===== config.mk =====
export PLATFORM = sky130hd
export DESIGN_NAME = column_drop_tracker
export DESIGN_NICKNAME = d
export VERILOG_FILES = /design/src/rtl/column_drop_tracker.sv
export SDC_FILE = /design/constraint.sdc
export NUM_CORES = 1
export LEC_CHECK = 0
export ABC_AREA = 1
export CAP_MARGIN = 0
export CORE_MARGIN = 2
export CORE_UTILIZATION = 45
export CTS_BUF_LIST = sky130_fd_sc_hd__clkbuf_8
export DETAILED_ROUTE_END_ITERATION = 16
export GPL_TIMING_DRIVEN = 0
export HOLD_SLACK_MARGIN = 0.08
export PLACE_DENSITY_LB_ADDON = 0.25
export SYNTH_ARGS = -nofsm -noshare
export SYNTH_HDL_FRONTEND = slang
export SYNTH_SLANG_ARGS = --single-unit

===== constraint.sdc =====
create_clock -name clk -period 2.6 [get_ports clk]
set_input_delay 0.26 -clock clk [delete_from_list [all_inputs] [get_ports clk]]
set_output_delay 0.26 -clock clk [all_outputs]
set_load 0.01 [all_outputs]

===== src/rtl/column_drop_tracker.sv =====
// Purpose: tracks per-column piece counts of a drop-style game board and animates each falling piece.
// Latency: a drop accepted in cycle 0 lands (land_valid) in cycle (target+1)*FALL_TICKS+1.
// Backpressure: drop_ready is high only in IDLE; drops offered while busy are ignored silently.
module column_drop_tracker #(
    parameter int ROWS       = 6,
    parameter int COLS       = 7,
    parameter int ROW_W      = 3,
    parameter int COL_W      = 3,
    parameter int FALL_TICKS = 4
) (
    input  logic             clk,
    input  logic             resetn,
    input  logic             clear,
    input  logic             drop_valid,
    input  logic [COL_W-1:0] drop_col,
    input  logic             drop_player,
    output logic             drop_ready,
    output logic             fall_active,
    output logic [ROW_W-1:0] fall_row,
    output logic [COL_W-1:0] fall_col,
    output logic             land_valid,
    output logic [ROW_W-1:0] land_row,
    output logic [COL_W-1:0] land_col,
    output logic             land_player,
    output logic [COLS-1:0]  col_full,
    output logic             board_full,
    output logic             illegal_drop
);

    localparam int TICK_W = (FALL_TICKS > 1) ? $clog2(FALL_TICKS) : 1;

    typedef enum logic [1:0] {
        IDLE = 2'd0,
        FALL = 2'd1,
        LAND = 2'd2
    } state_t;

    state_t            state;
    state_t            state_nxt;
    logic [ROW_W-1:0]  cnt [COLS];
    logic [ROW_W-1:0]  target;
    logic [TICK_W-1:0] tick;
    logic              player;

    logic              col_ok;
    logic [COL_W-1:0]  sel_col;
    logic              accept;
    logic              reject;
    logic              tick_last;
    logic              at_target;

    // Full flags are pure decodes of the counts, so they move in the same cycle as the count.
    for (genvar c = 0; c < COLS; c++) begin : g_full
        assign col_full[c] = (cnt[c] == ROW_W'(ROWS));
    end
    assign board_full = &col_full;

    // Out-of-range columns are steered to column 0 so no array is indexed past its end.
    assign col_ok    = (int'(drop_col) < COLS);
    assign sel_col   = col_ok ? drop_col : '0;
    assign accept    = (state == IDLE) && drop_valid && !clear && col_ok && !col_full[sel_col];
    assign reject    = (state == IDLE) && drop_valid && !clear && !(col_ok && !col_full[sel_col]);
    assign tick_last = (tick == TICK_W'(FALL_TICKS - 1));
    assign at_target = (fall_row >= target);

    // State register.
    always_ff @(posedge clk or negedge resetn) begin
        if (!resetn) begin
            state <= IDLE;
        end else begin
            state <= state_nxt;
        end
    end

    // Next-state logic and state-decoded outputs; clear overrides every transition.
    always_comb begin
        state_nxt   = state;
        drop_ready  = 1'b0;
        fall_active = 1'b0;
        land_valid  = 1'b0;
        case (state)
            IDLE: begin
                drop_ready = 1'b1;
                if (accept) begin
                    state_nxt = FALL;
                end
            end
            FALL: begin
                fall_active = 1'b1;
                if (tick_last && at_target) begin
                    state_nxt = LAND;
                end
            end
            LAND: begin
                land_valid = 1'b1;
                state_nxt  = IDLE;
            end
            default: state_nxt = IDLE;
        endcase
        if (clear) begin
            state_nxt = IDLE;
        end
    end

    // Datapath: counts, falling-piece position, tick counter and landing record.
    always_ff @(posedge clk or negedge resetn) begin
        if (!resetn) begin
            for (int c = 0; c < COLS; c++) begin
                cnt[c] <= '0;
            end
            target       <= '0;
            tick         <= '0;
            player       <= 1'b0;
            fall_row     <= '0;
            fall_col     <= '0;
            land_row     <= '0;
            land_col     <= '0;
            land_player  <= 1'b0;
            illegal_drop <= 1'b0;
        end else begin
            illegal_drop <= reject;
            if (clear) begin
                for (int c = 0; c < COLS; c++) begin
                    cnt[c] <= '0;
                end
                tick <= '0;
            end else begin
                case (state)
                    IDLE: begin
                        if (accept) begin
                            fall_col <= drop_col;
                            player   <= drop_player;
                            target   <= ROW_W'(ROWS - 1) - cnt[sel_col];
                            fall_row <= '0;
                            tick     <= '0;
                        end
                    end
                    FALL: begin
                        if (tick_last) begin
                            tick <= '0;
                            if (!at_target) begin
                                fall_row <= fall_row + ROW_W'(1);
                            end else begin
                                // Saturating guard: a count never passes ROWS even if target were stale.
                                if (cnt[fall_col] != ROW_W'(ROWS)) begin
                                    cnt[fall_col] <= cnt[fall_col] + ROW_W'(1);
                                end
                                land_row    <= target;
                                land_col    <= fall_col;
                                land_player <= player;
                            end
                        end else begin
                            tick <= tick + TICK_W'(1);
                        end
                    end
                    default: begin
                    end
                endcase
            end
        end
    end

endmodule


Word level (Yosys, flattened, before mapping) --
Index checks and enable logic that the tools add are counted.
Word-level totals: register bits after elaboration 43, input port bits 8, output and inout bits 25, logic and storage cells 103
Cells by class: add/subtract/negate cells 4, $lt $le $gt $ge 6, equality and inequality tests 16, multiplexer cells 32, bitwise logic cells 3, reduce and logical (&&, ||, !) cells 25
Operators by type and width (count):
- 21-bit 2-to-1 mux | 5
- 3-bit 2-to-1 mux | 9
- 21-bit bitwise mux | 1
- 3-bit equality test (second input constant) | 7
- 3-bit binary-select mux with 3-bit select | 2
- 2-bit 2-to-1 mux | 6
- 2-bit nonzero test | 5
- 3-bit demux with 3-bit select | 1
- 3-bit != test (second input constant) | 3
- 4-bit >= comparator (second input constant) | 2
- 1-bit logical AND | 8
- 3-bit inverter with 4-bit output | 2
- 2-bit one-hot mux with 2 select lines | 2
- 4-bit AND reduction | 2
- 7-bit AND reduction | 1
- 3-bit by 1-bit adder with 3-bit output (second input constant) | 2
- 2-bit != test (second input constant) | 3
- 3-bit one-hot mux with 2 select lines | 1
- 5-bit AND reduction | 1
- 2-bit equality test (second input constant) | 2
- 3-bit by 4-bit < comparator with 1-bit output (second input constant) | 1
- 4-bit by 1-bit < comparator with 1-bit output (second input constant) | 1
- 1-bit 2-to-1 mux | 4
- 2-bit AND reduction | 2
- other kinds (11) | 13

Longest topological paths before layout --
Gate-level depths: netlist (run 1).
word-level depth 11, gate-level depth with buffers 13, mapped depth without buffers 12

Least setup slack after synthesis (run 1) --
OpenSTA, ideal clock, no wires.
kind flip-flop to flip-flop, start point register fall_col[2], end point register cnt[7] in the netlist's numbering, library setup time 67 ps, arrival time 1928 ps, data required time 2533 ps, path slack 605 ps, cell stages (with the launch flop) 11, path buffers 0, period minus slack after synthesis 1995 ps, cell sequence dfrtp_1 > inv_1 > nand3_1 > inv_1 > a21oi_1 > o211ai_1 > nor2_2 > ha_1 > nor2_1 > nand4_1 > nand2_1
Between the ends: cells in the longest elaborated chain, start to end 11, elaborated cells between the ends (all ways) 19
RTL lines:
- start, declared | RTL line 20 | output logic [COL_W-1:0] fall_col,
- start signal, assigned | RTL line 131 | fall_col <= drop_col;
- 3-bit inverter with 4-bit output (not written as such) * | RTL line 145, 146
- 3-bit binary-select mux with 3-bit select (tied with other cells) | RTL line 145, 146
- 3-bit 2-to-1 mux (not written as such) or 1-bit logical AND (tied branches) | RTL line 145, 146
- 3-bit 2-to-1 mux, on equally long branches | RTL line 145, 146
- 3-bit by 1-bit adder with 3-bit output or 3-bit demux with 3-bit select (tied branches) | RTL line 146 | cnt[fall_col] <= cnt[fall_col] + ROW_W'(1);
- 21-bit bitwise mux | RTL line 146
- 21-bit 2-to-1 mux | RTL line 145 | if (cnt[fall_col] != ROW_W'(ROWS)) begin
- 21-bit 2-to-1 mux | RTL line 141 | if (!at_target) begin
- 21-bit 2-to-1 mux | RTL line 139 | if (tick_last) begin
- 21-bit 2-to-1 mux | RTL line 128 | case (state)
- 21-bit 2-to-1 mux | RTL line 122 | if (clear) begin
- end signal, assigned by index | RTL line 146
- end, declared | RTL line 40 | logic [ROW_W-1:0] cnt [COLS];
Mark *: on every way between the ends. The rest lies on a longest branch, timed or not. The select of a mux whose other input is x is not followed. A chain may end at the register's enable or synchronous reset.

Worst setup path in the final report (run 1) --
start point register fall_col[2], end point register cnt[8] in the netlist's numbering
The elaborated chain is that of the path after synthesis.

==> flow_summary.toml, run 1 <==
[floorplanning]
ios = 33
start_util = 0.460
core.rowCount = 28
die-area_sq_um = 6570
die_w_microns = 81.1
core_sq_um = 5820
die_h_microns = 81.1

[cells_and_area]
fillers = 594
nets = 430
final_layout_size_suffix_gt1_frac = 0.0938
stdcell_count = 491
area_growth_pct = 19.3
postLayoutCoreUtil = 0.548
diodes = 0

[cts]
clock_path_buffers = 2
cts_tree = "done"
clock_latency_ps = 300
cts-root-buf = "clkbuf_8"
clock_sinks = 43
clkTransAtPathRegs_ps = 90
htree_levels = 2
numCtsBuffers = 5

[routing]
finalWirelength_mm = 7.39
wl_per_cell_microns = 15.0
drtIter0Drc = 201
vias = 2641
remaining_drc_errors = 0
antenna_left = 0
dr.pass1.iters = 5
post_drt_via_cell_ratio = 5.38

[synth]
yosysWarnings = 0
synth_area_sq_um = 2670
yosysSeqAreaShare = 0.403
netlist.area_leader.share = 0.403
async_flop_share = 1.00
syn_inst = 376
synth_nets = 391
synthesis.area_per_instance_sq_um = 7.11
synth_top_cell_by_area = "dfrtp_1"
synthFlopType = "dfrtp_1"
ys_seq_elements = 43
synth.distinct_cells = 32
synthTopCellsByCount = "nand2_1 (124), nand3_1 (55), dfrtp_1 (43)"
yosysMostFrequentCell = "nand2_1"
synth_edf_count = 0
ys_top_cells_by_area = "dfrtp_1 (40%), nand2_1 (17%), nand3_1 (10%), inv_1 (5.2%), nor2_1 (4.9%)"

[min_path]
min_path_type = "primary input to flip-flop"

[grt]
top_usage_layer = "met2"
grt_use_met3 = 0.0467
gr-usage-met1 = 0.333
grt_pass1_vias = 2435
grt_overflow = 0
grt_pass1_wl_mm = 12.2
grt_max_degree = 26
grt_usage = 0.245
use_met2 = 0.400
grt_antenna_before_repair = 0

[timing]
finalHoldViolations = 0
timing.fmax_mhz = 418
rsz0062_at_grt = "no"
fin_crit_ps = 2390
setup_viol = 0
tightest_slew_ps = 574
tns_ps = 0
skew_ps = 8.94
worst_slack_ps = 208
slew_headroom = 0.618
period_share = 0.920
slew_violations = 0

[critical_path]
critPathRequiredTime_ps = 2840
crit_path_max_fanout = 9
crit_top_cell = "inv_1"
cp_slowest_cell = "dfrtp_1"
r2r_slack_ps = 210
cp-start-kind = "flip-flop"
cpPeakStageDelay_ps = 440
endpoint_kind = "flip-flop"
worst-endpoint-arrival_ps = 2630
crit_type = "flip-flop to flip-flop"
cp_cell_sequence = "inv_1 -> nand3_1 -> inv_1 -> a21oi_1 -> o211ai_1 -> nor2_4 -> inv_1 -> ha_1 -> xnor2_2 -> nand2_1 -> nand2_1"

[job]
drv_cap = 0

[placement]
portBuffers = 30
place_congestion = 0.950
dp_hpwl_mm = 5.58
place_ws_ps = 27.9
placedCellCount = 482

[power_and_ir_drop]
power_mw = 1.65
p_per_area_nw_per_um2 = 518
leakage_nw = 1.59
ir_drop_v = 0.000223

[run_status]
status = "finished clean"
## repair_timing
item	CTS	global route
hold buffers	1	0
endpoints found under the setup margin	13	14
buffers inserted	0	0
endpoints found under the hold margin	18	0
resized for setup	2	2
## per-stage QoR
step	instance area [sq um]	hold slack [ps]
2_1_floorplan	2670	-35.6
3_3_place_gp	3070	462
4_1_cts	3180	289
5_1_grt	3190	308
3_5_place_dp	3080	241
6_report	3190	301
## final timing paths
| check | start | to | depth (start not counted) |
|---|---|---|---|
| worst min register to register | tick[1]$_DFFE_PN0P_ | tick[1]$_DFFE_PN0P_ | 2 |
| worst max register to register | fall_col[2]$_DFFE_PN0P_ | cnt[8]$_DFFE_PN0P_ | 11 |
| max in group asynchronous | resetn | fall_col[1]$_DFFE_PN0P_ | 3 |
| worst max-delay path | fall_col[2]$_DFFE_PN0P_ | cnt[8]$_DFFE_PN0P_ | 11 |
| worst min-delay path | drop_col[2] | fall_col[2]$_DFFE_PN0P_ | 3 |
| min in group asynchronous | resetn | land_col[2]$_DFFE_PN0P_ | 2 |
## final cells by class
type | count | area, sq um | area share
flip-flops and latches | 43 | 1080 | 0.338
clock inverters | 3 | 16.3 | 0.00510
repair buffers | 32 | 325 | 0.102
clock buffers | 5 | 68.8 | 0.0216
well taps | 75 | 93.8 | 0.0294
plain buffers | 11 | 71.3 | 0.0224
inverters | 40 | 155 | 0.0487
multi-input cells | 282 | 1380 | 0.433
## critical path: cells and delay by family (launching register included)
family | cells | cell delay, ps
AO/OA/AOI/OAI | 2 | 290
buffers and inverters | 3 | 340
XOR/XNOR | 1 | 420
AND/OR/NAND/NOR | 4 | 630
adder cells (fa/ha/maj) | 1 | 210
flip-flops | 1 | 440
## kinds of logic after synthesis
kind of cell / after synthesis / share of synthesized area
and+or+nand+nor: 233 / 0.376
buffers and inverters: 51 / 0.0847
DFF: 43 / 0.403
AOI/OAI and AO/OA: 40 / 0.0946
adders and majority gates: 7 / 0.0328
xor gates and xnor gates: 2 / 0.00937
## routing by layer
metal	vias up	wire [microns]
li1	1294	-
met2	104	3510
met5	-	0
met1	1233	3280
met4	0	92
met3	10	509
## cell usage in the layout, fill, tap and decap left out, types with 2 or more instances in the layout
master           count
inv_1               38
nand3_2              3
nand3_1             55
clkdlybuf4s50_1     29
nor2_2               2
clkbuf_1             2
nor2_1              34
o21ai_0             18
o22ai_1              2
a21oi_1              5
nor3_1               2
o211ai_1             4
o21ai_2              4
nand4_1              8
buf_6                2
nand2_1            123
nor2_4               2
ha_1                 7
dfrtp_1             42
buf_2                4
buf_4                3
inv_4                2
nand2_2              4
clkbuf_8             5
o21bai_1             2
## registers in the layout (all words and copies together), names as in the netlist, 2 cells and up
name,flops
land_row,3
fall_col,3
tick,2
fall_row,3
cnt,21
target,3
land_col,3
state,2
## power breakdown
part	switching [mW]	total, mW	internal (mW)
logic	0.293	0.472	0.178
registers	0.0478	0.761	0.714
clock network	0.235	0.420	0.184
(Power assumes the default switching activity.)
==> run 2: changes to the inputs <==
--- a/config.mk
+++ b/config.mk
@@ -5,7 +5,6 @@
 export SDC_FILE = /design/constraint.sdc
 export NUM_CORES = 1
 export LEC_CHECK = 0
-export ABC_AREA = 1
 export CAP_MARGIN = 0
 export CORE_MARGIN = 2
 export CORE_UTILIZATION = 45
==> run 2 against run 1 <==
Effect of this change: critical path depth shrank 2; wire length shrank 6.6%; via count shrank 15%; clock power is essentially flat; design area grew 7.8%; sequential cell count is the same; non-clock buffer count grew 9; first-iteration DRC count grew 10%; clock skew shrank 3.0 ps; total power grew 0.41%; critical path type unchanged; final cell count shrank 21%; die area grew 5.3%.
==> flow_summary.toml, run 2 <==
[run_status]
status = "finished clean"

[cells_and_area]
regMostFlops = "cnt"
stdcell_area_sq_um = 3440
area_growth_pct = 21.8
final_cell_mix = "dfrtp_1 (43), mux2i_1 (30), clkdlybuf4s50_1 (30)"
fillers = 509
final_common_cell = "dfrtp_1"
diodes = 0
nets = 326
final_layout_size_suffix_gt1_frac = 0.183
stdcell_count = 387
largest_reg_flops = 21

[power_and_ir_drop]
pwr-share-seq = 0.452
netSwitchingPower_mw = 0.537
power_frac_clock = 0.252
leakage_nw = 1.44
comb_power_share = 0.296
ir_drop_v = 0.000362
p_int_mw = 1.12
p_per_area_nw_per_um2 = 483
power_mw = 1.66
p_sw_frac = 0.323

[synth]
yosysWarnings = 0
synth_top_family_by_area = "multiplexers"
synthesis.area_per_instance_sq_um = 10.6
synth-adder-area-share = 0.0310
yosys.area_share.simple = 0.189
syn_inst = 267
async_flop_share = 1.00
synthXorXnorAreaFrac = 0.00310
synth_compound_area_frac = 0.141
yosysMostFrequentCell = "dfrtp_1"
synth_top_cell_by_area = "dfrtp_1"
synthTopCellsByCount = "dfrtp_1 (43), mux2i_1 (31), nand2b_1 (28)"
synthMuxAreaShare = 0.204
yosysSeqAreaShare = 0.381
synth.distinct_cells = 51
synth_edf_count = 0
synth_area_sq_um = 2820
synth_nets = 282
ys_seq_elements = 43
ys_top_cells_by_area = "dfrtp_1 (38%), mux2i_1 (11%), nand2b_1 (6.2%), mux2_2 (4.8%), a2111oi_4 (3.9%)"
synthFlopType = "dfrtp_1"
netlist.area_leader.share = 0.381

[floorplanning]
core_sq_um = 5990
die-area_sq_um = 6920
die_h_microns = 83.2
ios = 33
core.rowCount = 28
start_util = 0.471
die_w_microns = 83.2

[min_path]
min_path_type = "primary input to asynchronous set/reset pin"

[placement]
dp_hpwl_mm = 5.03
placed_area_sq_um = 3260
place_congestion = 0.895
portBuffers = 31
placedCellCount = 374

[critical_path]
critPathRequiredTime_ps = 2830
cp-start-kind = "flip-flop"
crit_path_max_fanout = 10
worst-endpoint-arrival_ps = 2640
endpoint_kind = "flip-flop"
crit_type = "flip-flop to flip-flop"

[routing]
finalWirelength_mm = 6.90
dr.pass1.iters = 5
remaining_drc_errors = 0
post_drt_via_cell_ratio = 5.78
wl_per_cell_microns = 17.8
routed-wl-met3_microns = 268
met1_length_mm = 3.14
wl_met2_mm = 3.34
antenna_left = 0
drtIter0Drc = 222
routed.top_layer = "met4"
vias = 2238

[grt]
grt_pass1_wl_mm = 11.7
grt_max_degree = 39
grt_antenna_before_repair = 0
grt_overflow = 0
grt_usage = 0.211
grt_pass1_vias = 2254

[cts]
clock_path_buffers = 2
cts_tree = "done"
numCtsBuffers = 5
cts-root-buf = "clkbuf_8"
clkTransAtPathRegs_ps = 80
clock_sinks = 43
clock_latency_ps = 300
htree_levels = 2

[job]
drv_cap = 0

[timing]
setup_viol = 0
tightest_slew_ps = 529
skew_ps = 5.92
slew_headroom = 0.645
period_share = 0.928
rsz0062_at_grt = "no"
slew_violations = 0
fin_crit_ps = 2410
timing.fmax_mhz = 414
finalHoldViolations = 0
run 2: cell types whose count changed after synthesis, moves of 9 or more:
cell,change
nor2_1,-23
nand2_1,-105
nand3_1,-49
mux2i_1,+31
inv_1,-25
mux2_2,+12
nand2b_1,+28
o21ai_0,-9
run 2: power groups by stage:
| stage | clock network [mW] | registers [mW] | logic, mW |
|---|---|---|---|
| floorplan | 0 | 0.763 | 0.289 |
| global placement | 0 | 0.764 | 0.435 |
| detailed placement | 0 | 0.766 | 0.445 |
| CTS | 0.422 | 0.753 | 0.464 |
| global route | 0.450 | 0.760 | 0.546 |
| finish | 0.418 | 0.751 | 0.491 |
run 2: area by class of cell:
cell class | instances | area, sq um | share of cell area
Multi-Input combinational cell | 196 | 1650 | 0.481
Sequential cell | 43 | 1080 | 0.313
Buffer | 13 | 103 | 0.0299
Inverter | 13 | 48.8 | 0.0142
Clock inverter | 3 | 12.5 | 0.00364
Tap cell | 75 | 93.8 | 0.0273
Clock buffer | 5 | 68.8 | 0.0200
Timing Repair Buffer | 39 | 380 | 0.111
run 2: cells by family (layout without fill, tap and decap cells):
| family | after synthesis | count (layout) |
|---|---|---|
| simple gates | 94 | 94 |
| mux | 51 | 51 |
| compound gates | 43 | 43 |
| flops | 43 | 43 |
| buf+inv | 28 | 73 |
| fa+ha+maj | 7 | 7 |
| xor+xnor | 1 | 1 |
run 2: what timing repair did:
item | 4_1_cts | 5_1_grt
endpoints found under the setup margin | 21 | 22
setup buffers | 1 | 5
hold buffers | 1 | 0
pin swaps | 2 | 2
resized for setup | 5 | 6
hold endpoints to repair | 43 | 0
run 2: critical path, cell delays in order (launching register included):
cell and delay [ps]:
dfrtp_1 380, buf_8 160, buf_8 160, mux4_2 490
nand2_1 90, o21ai_2 80, ha_4 230, a2111oi_4 340
buf_4 200, mux2i_1 190
run 2: path summary, 6_finish.rpt:
check,end,from,cells after the start,slack (ps)
worst max register to register,cnt[18]$_DFFE_PN0P_,fall_col[0]$_DFFE_PN0P_,9,190
max in group asynchronous,land_col[0]$_DFFE_PN0P_,resetn,3,1830
min in group clk,land_row[2]$_DFFE_PN0P_,target[2]$_DFFE_PN0P_,1,510
worst max-delay path,cnt[18]$_DFFE_PN0P_,fall_col[0]$_DFFE_PN0P_,9,190
worst min register to register,land_row[2]$_DFFE_PN0P_,target[2]$_DFFE_PN0P_,1,510
worst min-delay path,tick[0]$_DFFE_PN0P_,resetn,2,320
run 2: per-stage QoR:
stage                     hold slack (ps)  setup WS [ps]  TNS [ps]  utilization
after global placement                487           -366     -3450        0.542
final                                 319            186         0        0.574
after global routing                  344           5.74         0        0.574
after floorplan                     -35.6            107         0            -
after detailed placement              100           -380     -4370        0.544
after CTS                             316           1.18         0        0.564
run 2: routing by layer:
layer / vias up / track usage
li1: 1043 / -
met1: 1115 / 0.283
met2: 67 / 0.358
met3: 13 / 0.0308
met4: 0 / 0.0522
met5: - / 0
==> run 3: changes to the inputs <==
==> constraint.sdc (replaced) <==
create_clock -name clk -period 2.45 [get_ports clk]
set_input_delay 0.245 -clock clk [delete_from_list [all_inputs] [get_ports clk]]
set_output_delay 0.245 -clock clk [all_outputs]
set_load 0.01 [all_outputs]
==> run 3 against run 2 <==
Effect of this change: final cell count rose by 2.8%; first-iteration DRC count fell by 22%; combinational power rose by 22%; total power rose by 12%.
==> flow_summary.toml, run 3 (synthesis gave the netlist of run 2 again) <==
[cells_and_area]
final_cell_mix = "dfrtp_1 (43), mux2i_1 (30), clkdlybuf4s50_1 (30)"
diodes = 0
fillers = 510
area_growth_pct = 26.5
final_layout_size_suffix_gt1_frac = 0.238
nets = 337
regMostFlops = "cnt"
final_common_cell = "dfrtp_1"
largest_reg_flops = 21
stdcell_area_sq_um = 3570

[placement]
portBuffers = 31
place_congestion = 0.908
dp_hpwl_mm = 5.10
placed_area_sq_um = 3260

[job]
drv_cap = 0

[critical_path]
crit_type = "flip-flop to flip-flop"
crit_path_max_fanout = 7
cp-start-kind = "flip-flop"
worst-endpoint-arrival_ps = 2550
endpoint_kind = "flip-flop"
critPathRequiredTime_ps = 2620

[grt]
grt_overflow = 0
grt_antenna_before_repair = 0
grt_max_degree = 25
grt_pass1_wl_mm = 11.5
grt_pass1_vias = 2154
grt_usage = 0.208

[floorplanning]
core.rowCount = 28
die-area_sq_um = 6920
die_h_microns = 83.2
ios = 33
die_w_microns = 83.2
start_util = 0.471
core_sq_um = 5990

[min_path]
min_path_type = "primary input to asynchronous set/reset pin"

[timing]
tightest_slew_ps = 546
tns_ps = 0
setup_viol = 0
timing.fmax_mhz = 421
skew_ps = 6.21
period_share = 0.969
fin_crit_ps = 2370
slew_headroom = 0.636
rsz0062_at_grt = "yes"
finalHoldViolations = 0
slew_violations = 0

[cts]
cts_tree = "done"
clock_sinks = 43
clkTransAtPathRegs_ps = 90
clock_latency_ps = 300
clock_path_buffers = 2
numCtsBuffers = 5
cts-root-buf = "clkbuf_8"
htree_levels = 2

[routing]
remaining_drc_errors = 0
vias = 2277
antenna_left = 0
wl_per_cell_microns = 17.9
drtIter0Drc = 174
post_drt_via_cell_ratio = 5.72
finalWirelength_mm = 7.12
dr.pass1.iters = 4

[power_and_ir_drop]
p_per_area_nw_per_um2 = 519
power_frac_clock = 0.245
comb_power_share = 0.325
p_sw_frac = 0.325
leakage_nw = 1.49
netSwitchingPower_mw = 0.602
pwr-share-seq = 0.430
p_int_mw = 1.25
ir_drop_v = 0.000293
power_mw = 1.85

[run_status]
status = "finished clean"
[run 3: final cells by class]
class	instances	area [sq um]	area share
Buffer	13	104	0.0291
Clock buffer	5	68.8	0.0193
Inverter	13	48.8	0.0137
Multi-Input combinational cell	196	1680	0.471
Tap cell	75	93.8	0.0263
Sequential cell	43	1080	0.301
Timing Repair Buffer	50	479	0.134
Clock inverter	3	16.3	0.00456
[run 3: critical path: stages, from the launching register on]
cell and delay (ps):
dfrtp_1 410, buf_6 150, buf_4 140, and2b_2 230, a22oi_2 180, nor2_2 80, nor3b_2 270, inv_1 80
ha_2 190, nor2b_4 130, mux2i_4 180, buf_12 150, mux2i_1 70
[run 3: path summary, 6_finish.rpt]
check,slack [ps],endpoint,startpoint,depth (start not counted)
min,420,land_player$_DFFE_PN0P_,resetn,2
max in group asynchronous,1530,cnt[9]$_DFFE_PN0P_,resetn,3
min reg2reg,510,land_col[2]$_DFFE_PN0P_,land_col[2]$_DFFE_PN0P_,1
max reg2reg,80,cnt[17]$_DFFE_PN0P_,fall_col[2]$_DFFE_PN0P_,12
min in group clk,510,land_col[2]$_DFFE_PN0P_,land_col[2]$_DFFE_PN0P_,1
max,80,cnt[17]$_DFFE_PN0P_,fall_col[2]$_DFFE_PN0P_,12
[run 3: power groups by stage]
stage               Combinational, mW  Sequential (mW)  Clock, mW
detailed placement              0.473            0.813          0
floorplan                       0.309            0.810          0
CTS                             0.518            0.799      0.467
global route                    0.647            0.803      0.496
finish                          0.601            0.797      0.454
global placement                0.465            0.811          0
[run 3: what timing repair did]
action | in CTS | in global routing
pin swaps | 3 | 4
hold endpoints to repair | 19 | 0
cloned | 0 | 0
buffers inserted | 5 | 12
resized for setup | 6 | 14
setup endpoints to repair | 21 | 28
hold buffers | 1 | 0
[run 3: stage by stage]
step / util / hold WS [ps] / setup slack (ps) / std cells
after floorplan: - / -50.6 / 23.6 / 267
after global placement: 0.542 / 488 / -393 / 373
after detailed placement: 0.544 / 235 / -408 / 374
after CTS: 0.572 / 436 / 13.3 / 387
after global routing: 0.596 / 459 / -72.9 / 398
final: 0.596 / 421 / 76.1 / 398
[run 3: routing by layer]
layer  share of wire  wire, microns  vias up  GRT usage
li1                -              -     1070          -
met2            0.48           3400       63      0.331
met3           0.053            374       14     0.0328
met4           0.021            153        0     0.0700
met5               0              0        -          0
met1            0.45           3200     1130      0.290
